[src/rtl/decod_rr_sequencer.sv]
// Round-robin sequencer driving a 4-to-16 enabled one-hot decoder.
// One live decoder line per grant, with a forced dead cycle between grants.
module decod_rr_sequencer #(
   parameter int MAX_HOLD = 200,
   parameter int HOLD_W   = 8
) (
   input  logic        clk,
   input  logic        rst_n,
   input  logic        arb_en,
   input  logic [15:0] req,
   input  logic        done,
   output logic [3:0]  dec_sel,
   output logic        dec_en,
   output logic [3:0]  grant_id,
   output logic        busy,
   output logic        timeout
);

   typedef enum logic [1:0] {IDLE, GRANT, RELEASE} state_t;

   state_t              state_reg;
   logic [3:0]          ptr_reg;
   logic [HOLD_W-1:0]   hold_cnt_reg;

   logic [15:0]         req_rot;
   logic [3:0]          win_off;
   logic [3:0]          winner;
   logic                any_req;
   logic                owner_req;
   logic                hold_hit;
   logic                grant_exit;

   // req_rot[0] is the requester at ptr, so the lowest set bit is the winner.
   generate
      for (genvar gi = 0; gi < 16; gi++) begin : g_rot
         assign req_rot[gi] = req[4'(ptr_reg + 4'(gi))];
      end
   endgenerate

   always_comb begin
      win_off = 4'd0;
      for (int i = 15; i >= 0; i--) begin
         if (req_rot[i]) win_off = 4'(i);
      end
   end

   assign winner     = ptr_reg + win_off;
   assign any_req    = |req;
   assign owner_req  = req[grant_id];
   assign hold_hit   = (MAX_HOLD != 0) && (hold_cnt_reg == HOLD_W'(MAX_HOLD - 1));
   assign grant_exit = done || !owner_req || hold_hit;

   always_ff @(posedge clk or negedge rst_n) begin
      if (!rst_n) begin
         state_reg    <= IDLE;
         ptr_reg      <= 4'd0;
         hold_cnt_reg <= '0;
         dec_sel      <= 4'd0;
         dec_en       <= 1'b0;
         grant_id     <= 4'd0;
         busy         <= 1'b0;
         timeout      <= 1'b0;
      end else begin
         timeout <= 1'b0;
         case (state_reg)
            IDLE, RELEASE: begin
               if (arb_en && any_req) begin
                  dec_sel      <= winner;
                  grant_id     <= winner;
                  dec_en       <= 1'b1;
                  busy         <= 1'b1;
                  hold_cnt_reg <= '0;
                  state_reg    <= GRANT;
               end else begin
                  state_reg    <= IDLE;
               end
            end
            GRANT: begin
               if (grant_exit) begin
                  dec_en    <= 1'b0;
                  busy      <= 1'b0;
                  ptr_reg   <= grant_id + 4'd1;
                  // Expiry only counts as a timeout when nothing else ended the grant.
                  timeout   <= hold_hit && !done && owner_req;
                  state_reg <= RELEASE;
               end else if (hold_cnt_reg != '1) begin
                  hold_cnt_reg <= hold_cnt_reg + 1'b1;
               end
            end
            default: state_reg <= IDLE;
         endcase
      end
   end

endmodule

[config.mk]
export PLATFORM = sky130hd
export DESIGN_NAME = decod_rr_sequencer
export DESIGN_NICKNAME = d
export VERILOG_FILES = /design/src/rtl/decod_rr_sequencer.sv
export SDC_FILE = /design/constraint.sdc
export NUM_CORES = 1
export LEC_CHECK = 0
export CORE_MARGIN = 5
export CORE_UTILIZATION = 42
export DETAILED_ROUTE_END_ITERATION = 8
export SLEW_MARGIN = 20
export SYNTH_ARGS = -nofsm -noshare
export SYNTH_HDL_FRONTEND = slang
export SYNTH_SLANG_ARGS = --single-unit
[constraint.sdc]
create_clock -name clk -period 4.9 [get_ports clk]
set_input_delay 0.98 -clock clk [delete_from_list [all_inputs] [get_ports clk]]
set_output_delay 0.98 -clock clk [all_outputs]
set_load 0.03 [all_outputs]
==> results.json, run 1 <==
{
  "die-area_um2": 7329,
  "synth_cell_types": 44,
  "worstSetupEndpointType": "flip-flop",
  "synth_top_area_cell": "dfrtp_1",
  "grt_pass1_vias": 1883,
  "n_fill_cell": 526,
  "synth-seq-cells": 20,
  "worstPathRequired_ps": 5040,
  "hold_path.startpoint": "busy$_DFFE_PN0P_",
  "worstMarginPinSlew_ps": 861.3,
  "timing.rr.start": "ptr_reg[1]$_DFFE_PN0P_",
  "crit_type": "input pin to flip-flop",
  "stdcell_area_um2": 2768,
  "die_h_um": 85.61,
  "cts_buffer_depth": 2,
  "critPathLaunch": "req[3]",
  "wirelength_mm": 5.635,
  "drc": 0,
  "cts_made_buffers": 3,
  "largest_reg_flops": 8,
  "globalplace.congestion": 0.8370,
  "cts_resized": 0,
  "syn_area_per_cell_um2": 10.96,
  "io_pins": 31,
  "cap_violations": 0,
  "dr.pass1.iters": 4,
  "hold_violations": 0,
  "nNetsFinal": 276,
  "antenna_cells": 0,
  "grt_max_degree": 24,
  "cts_tree": "built",
  "drt_first_iter_violations": 77,
  "die_w_um": 85.61,
  "antenna_found_initial": 0,
  "root_buffer": "clkbuf_8",
  "crit_arrival_ps": 4510,
  "fin_crit_sh_pct": 89.09,
  "clk_latency_ps": 250,
  "core_um2": 5540,
  "post-route-min-period_ps": 4366,
  "syn_area_um2": 2401,
  "dp_cells": 310,
  "detail-route-antenna-nets": 0,
  "htreeDepth": 1,
  "hold_path.class": "flip-flop to flip-flop",
  "grt_pass1_wl_mm": 9.535,
  "rsz0062_at_grt": "no",
  "dpl_cell_area_um2": 2726,
  "dp.final_hpwl_mm": 4.372,
  "maxSlewHeadroom_pct": 42.40,
  "max_freq_ghz": 0.2291,
  "synthTopCellsByArea": "dfrtp_1 (21%), mux4_2 (18%), mux4_1 (12%)",
  "clock-sinks": 20,
  "wl_per_cell_um": 18.00,
  "via_per_inst": 5.994,
  "yosysSeqAreaShare_pct": 20.84,
  "area_delta_synth_final_pct": 15.27,
  "port_buffers": 30,
  "regToRegSetupSlack_ps": 790,
  "fin_cells": 313,
  "initial_core_util_pct": 43.34,
  "regArea_um2": 500.5,
  "status": "complete, no violations",
  "cts_setup_buffers": 0,
  "drive_gt1_share_pct": 16.18,
  "clkSlewWorstSetupHoldPaths_ps": 70,
  "holdBufCountCts": 0,
  "start_kind": "input pin",
  "fin_setup_tns_ps": 0,
  "overflow": 0,
  "syn_inst": 219,
  "setup_violations": 0,
  "yosysTopAreaCellShare_pct": 20.84,
  "clock_skew_ps": 2.765,
  "vias": 1876,
  "multi_input_area_um2": 1745,
  "synth_nets": 252,
  "track_usage_pct": 16.05,
  "path_max_fanout": 6,
  "final-max-slew-violation-count": 0,
  "yosys_warnings": 0,
  "std_cell_rows": 27
}
## final timing paths
kind	end	cells after the start
min	busy$_DFFE_PN0P_	2
max in group asynchronous	ptr_reg[3]$_DFFE_PN0P_	1
min in group asynchronous	hold_cnt_reg[6]$_DFFE_PN0P_	1
max reg2reg	grant_id[3]$_DFFE_PN0P_	15
min reg2reg	busy$_DFFE_PN0P_	2
max	grant_id[2]$_DFFE_PN0P_	12
## kinds of logic after synthesis
logic type / synth area share [%]
flip-flops: 20.84
adder cells (fa/ha/maj): 7.087
multiplexers: 38.61
buffers and inverters: 6.462
XOR/XNOR: 7.296
AND/OR/NAND/NOR: 12.82
AO/OA/AOI/OAI: 6.879
## per-stage QoR
stage	setup WS (ps)	util, %	hold slack [ps]
finish	534.4	49.95	530.2
global route	374.7	49.95	592.4
CTS	564.3	49.95	542.3
detailed placement	287.7	49.21	528.0
global placement	289.2	49.21	510.8
floorplan	764.2	-	503.6
## cells in the final DEF (no fill, tap or decap), drive strengths merged, types with 8 or more instances in the layout
cell type	instances
clkdlybuf4s50	30
mux4	30
dfrtp	20
nor2	19
inv	16
mux2	13
xor2	12
ha	12
a21oi	11
nand4	9
xnor2	8
nand2	8
## layer usage
metal | share of wire (%) | track usage, %
met1 | 47 | 22.71
met3 | 3.4 | 2.402
met5 | 0 | 0
met4 | 1.0 | 2.014
met2 | 49 | 26.84
## cell usage after synthesis, drive strengths merged
master	number
xnor2	8
o21ai	5
mux4	30
o211ai	1
and3b	1
clkinv	2
dfrtp	20
fa	1
nand2	8
buf	11
mux2	13
o32a	1
a21boi	1
o21a	2
o2111ai	1
nor3	1
inv	16
o22ai	1
or2	1
nand3b	1
xor2	12
nand4	9
a31oi	1
ha	12
clkbuf	3
or4	2
and3	2
a21o	2
a21oi	11
nor4	5
nor2	19
nor2b	3
nand3	5
mux2i	6
nand2b	1
a311oi	1
## critical path, stage by stage
cell             delay, ps
clkdlybuf4s50_1        490
mux4_1                 630
mux4_1                 560
nor2b_4                140
or4_1                  400
o22ai_1                140
o21a_1                 180
ha_1                   180
inv_1                   50
fa_1                   370
xnor2_1                140
mux2_2                 260
## layout make-up
cell class,count,area share [%]
Sequential cell,20,18.08
Multi-Input combinational cell,167,63.07
Clock buffer,3,1.492
Inverter,18,2.441
Tap cell,72,3.255
Timing Repair Buffer,33,11.66
Power of run 1 is not shown: default switching activity piles up to over one toggle a cycle in this logic, so the estimate is an artifact.
==> run 2, diff against run 1 <==
--- a/config.mk
+++ b/config.mk
@@ -6,8 +6,10 @@
 export NUM_CORES = 1
 export LEC_CHECK = 0
 export CORE_MARGIN = 5
-export CORE_UTILIZATION = 42
+export CORE_UTILIZATION = 56
 export DETAILED_ROUTE_END_ITERATION = 8
+export GPL_ROUTABILITY_DRIVEN = 0
+export PLACE_DENSITY = 0.81
 export SLEW_MARGIN = 20
 export SYNTH_ARGS = -nofsm -noshare
 export SYNTH_HDL_FRONTEND = slang
==> constraint.sdc (replaced) <==
create_clock -name clk -period 4.35 [get_ports clk]
set_input_delay 0.87 -clock clk [delete_from_list [all_inputs] [get_ports clk]]
set_output_delay 0.87 -clock clk [all_outputs]
set_load 0.03 [all_outputs]
==> results.json, run 2 (same netlist as run 1, synthesis figures left out) <==
{
  "grt_max_degree": 24,
  "start_kind": "input pin",
  "clock_skew_ps": 5.574,
  "grt_pass1_vias": 1955,
  "hold-worst-slack_ps": 551.5,
  "die-area_um2": 5697,
  "critPathBufInv": 2,
  "die_w_um": 75.48,
  "initial_core_util_pct": 58.76,
  "worst_path_dominant_cell_family": "multiplexers",
  "setup_slack_ps": 162.7,
  "slowest_delay_ps": 540,
  "detail-route-antenna-nets": 0,
  "die_h_um": 75.48,
  "drt_first_iter_violations": 90,
  "clock-sinks": 20,
  "dr.pass1.iters": 4,
  "root_buffer": "clkbuf_8",
  "dp_slack_ps": -148.2,
  "fin_crit_sh_pct": 96.26,
  "via_per_inst": 6.401,
  "clk_latency_ps": 250,
  "cts_buffer_depth": 2,
  "path_cells": "clkdlybuf4s50_1 > mux4_2 > mux4_1 > nor2b_4 > or4_1 > o22ai_1 > o21a_1 > ha_1 > inv_1 > fa_1 > xnor2_1 > mux2_2",
  "dpl_cell_area_um2": 2789,
  "drive_gt1_share_pct": 21.26,
  "grt_pass1_wl_mm": 9.735,
  "stdcell_area_um2": 2836,
  "worstPathRequired_ps": 4490,
  "wirelength_mm": 5.800,
  "wl_per_cell_um": 19.08,
  "htreeDepth": 1,
  "vias": 1946,
  "crit_arrival_ps": 4330,
  "setup_violations": 0,
  "maxSlewHeadroom_pct": 41.39,
  "post-route-min-period_ps": 4187,
  "area_delta_synth_final_pct": 18.13,
  "crit_type": "input pin to flip-flop",
  "nNetsFinal": 288,
  "core_um2": 4086,
  "clkSlewWorstSetupHoldPaths_ps": 70,
  "antenna_found_initial": 0,
  "worstMarginPinSlew_ps": 876.4,
  "worstSetupEndpointType": "flip-flop",
  "antenna_cells": 0,
  "cts_tree": "built",
  "port_buffers": 30,
  "final-max-slew-violation-count": 0,
  "hold_path.class": "flip-flop to flip-flop",
  "track_usage_pct": 22.43,
  "final_common_cell": "clkdlybuf4s50_1",
  "std_cell_rows": 23,
  "cap_violations": 0,
  "dp.final_hpwl_mm": 4.535,
  "largest_reg_flops": 8,
  "holdBufCountCts": 0,
  "hold_violations": 0,
  "drc": 0,
  "slowest_stage": "mux4_2",
  "status": "complete, no violations",
  "path_max_fanout": 6,
  "rsz0062_at_grt": "no",
  "cts_made_buffers": 3,
  "max_freq_ghz": 0.2388,
  "io_pins": 31,
  "final_cell_mix": "clkdlybuf4s50_1 (30), mux4_2 (21), dfrtp_1 (20), nor2_1 (19), inv_1 (16)",
  "overflow": 0
}
[run 2: cell count changes in the layout (fill, tap and decap cells not counted), sizes merged]
cell / change
buf: +12
clkbuf: +1
[run 2: per-layer routing]
layer  share of wire (%)  track usage [%]
met5                   0                0
met2                  52            39.79
met3                 3.4            2.243
met4                0.93            3.689
met1                  43            30.34
[run 2: final timing paths]
| kind | start | to | slack, ps | cells past startpoint |
|---|---|---|---|---|
| worst min register to register | hold_cnt_reg[0]$_DFFE_PN0P_ | hold_cnt_reg[0]$_DFFE_PN0P_ | 550 | 1 |
| worst max-delay path | req[5] | grant_id[2]$_DFFE_PN0P_ | 160 | 12 |
| worst max register to register | ptr_reg[1]$_DFFE_PN0P_ | grant_id[3]$_DFFE_PN0P_ | 430 | 15 |
| max in group asynchronous | rst_n | ptr_reg[0]$_DFFE_PN0P_ | 2690 | 1 |
| min in group asynchronous | rst_n | hold_cnt_reg[5]$_DFFE_PN0P_ | 1110 | 1 |
| worst min-delay path | hold_cnt_reg[0]$_DFFE_PN0P_ | hold_cnt_reg[0]$_DFFE_PN0P_ | 550 | 1 |
[run 2: through the flow]
stage	instances	utilization [%]	TNS, ps
after CTS	304	69.60	0
after global routing	304	69.41	0
after floorplan	219	-	0
final	304	69.41	0
after global placement	300	68.25	0
after detailed placement	300	68.25	-158.4
[run 2: final cells by class]
cell class              instances  area, µm²
flip-flops and latches         20      500.5
clock buffers                   4      55.05
well taps                      50      62.56
multi-input cells             167       1738
fillers                       292       1250
repair buffers                 45      412.9
inverters                      18      67.56
[run 2: repair_timing]
item,CTS,global route
setup endpoints to repair,0,1
resized for setup,0,2
setup buffers,0,0
Power of run 2 is left out for the same reason.
==> run 3, diff against run 2 <==
--- a/config.mk
+++ b/config.mk
@@ -10,7 +10,7 @@
 export DETAILED_ROUTE_END_ITERATION = 8
 export GPL_ROUTABILITY_DRIVEN = 0
 export PLACE_DENSITY = 0.81
-export SLEW_MARGIN = 20
+export SLEW_MARGIN = 5
 export SYNTH_ARGS = -nofsm -noshare
 export SYNTH_HDL_FRONTEND = slang
 export SYNTH_SLANG_ARGS = --single-unit
==> results of run 3 <==
Same layout as run 2: the final DEF is identical, and so are final timing and power.
Power of run 3 is left out for the same reason.
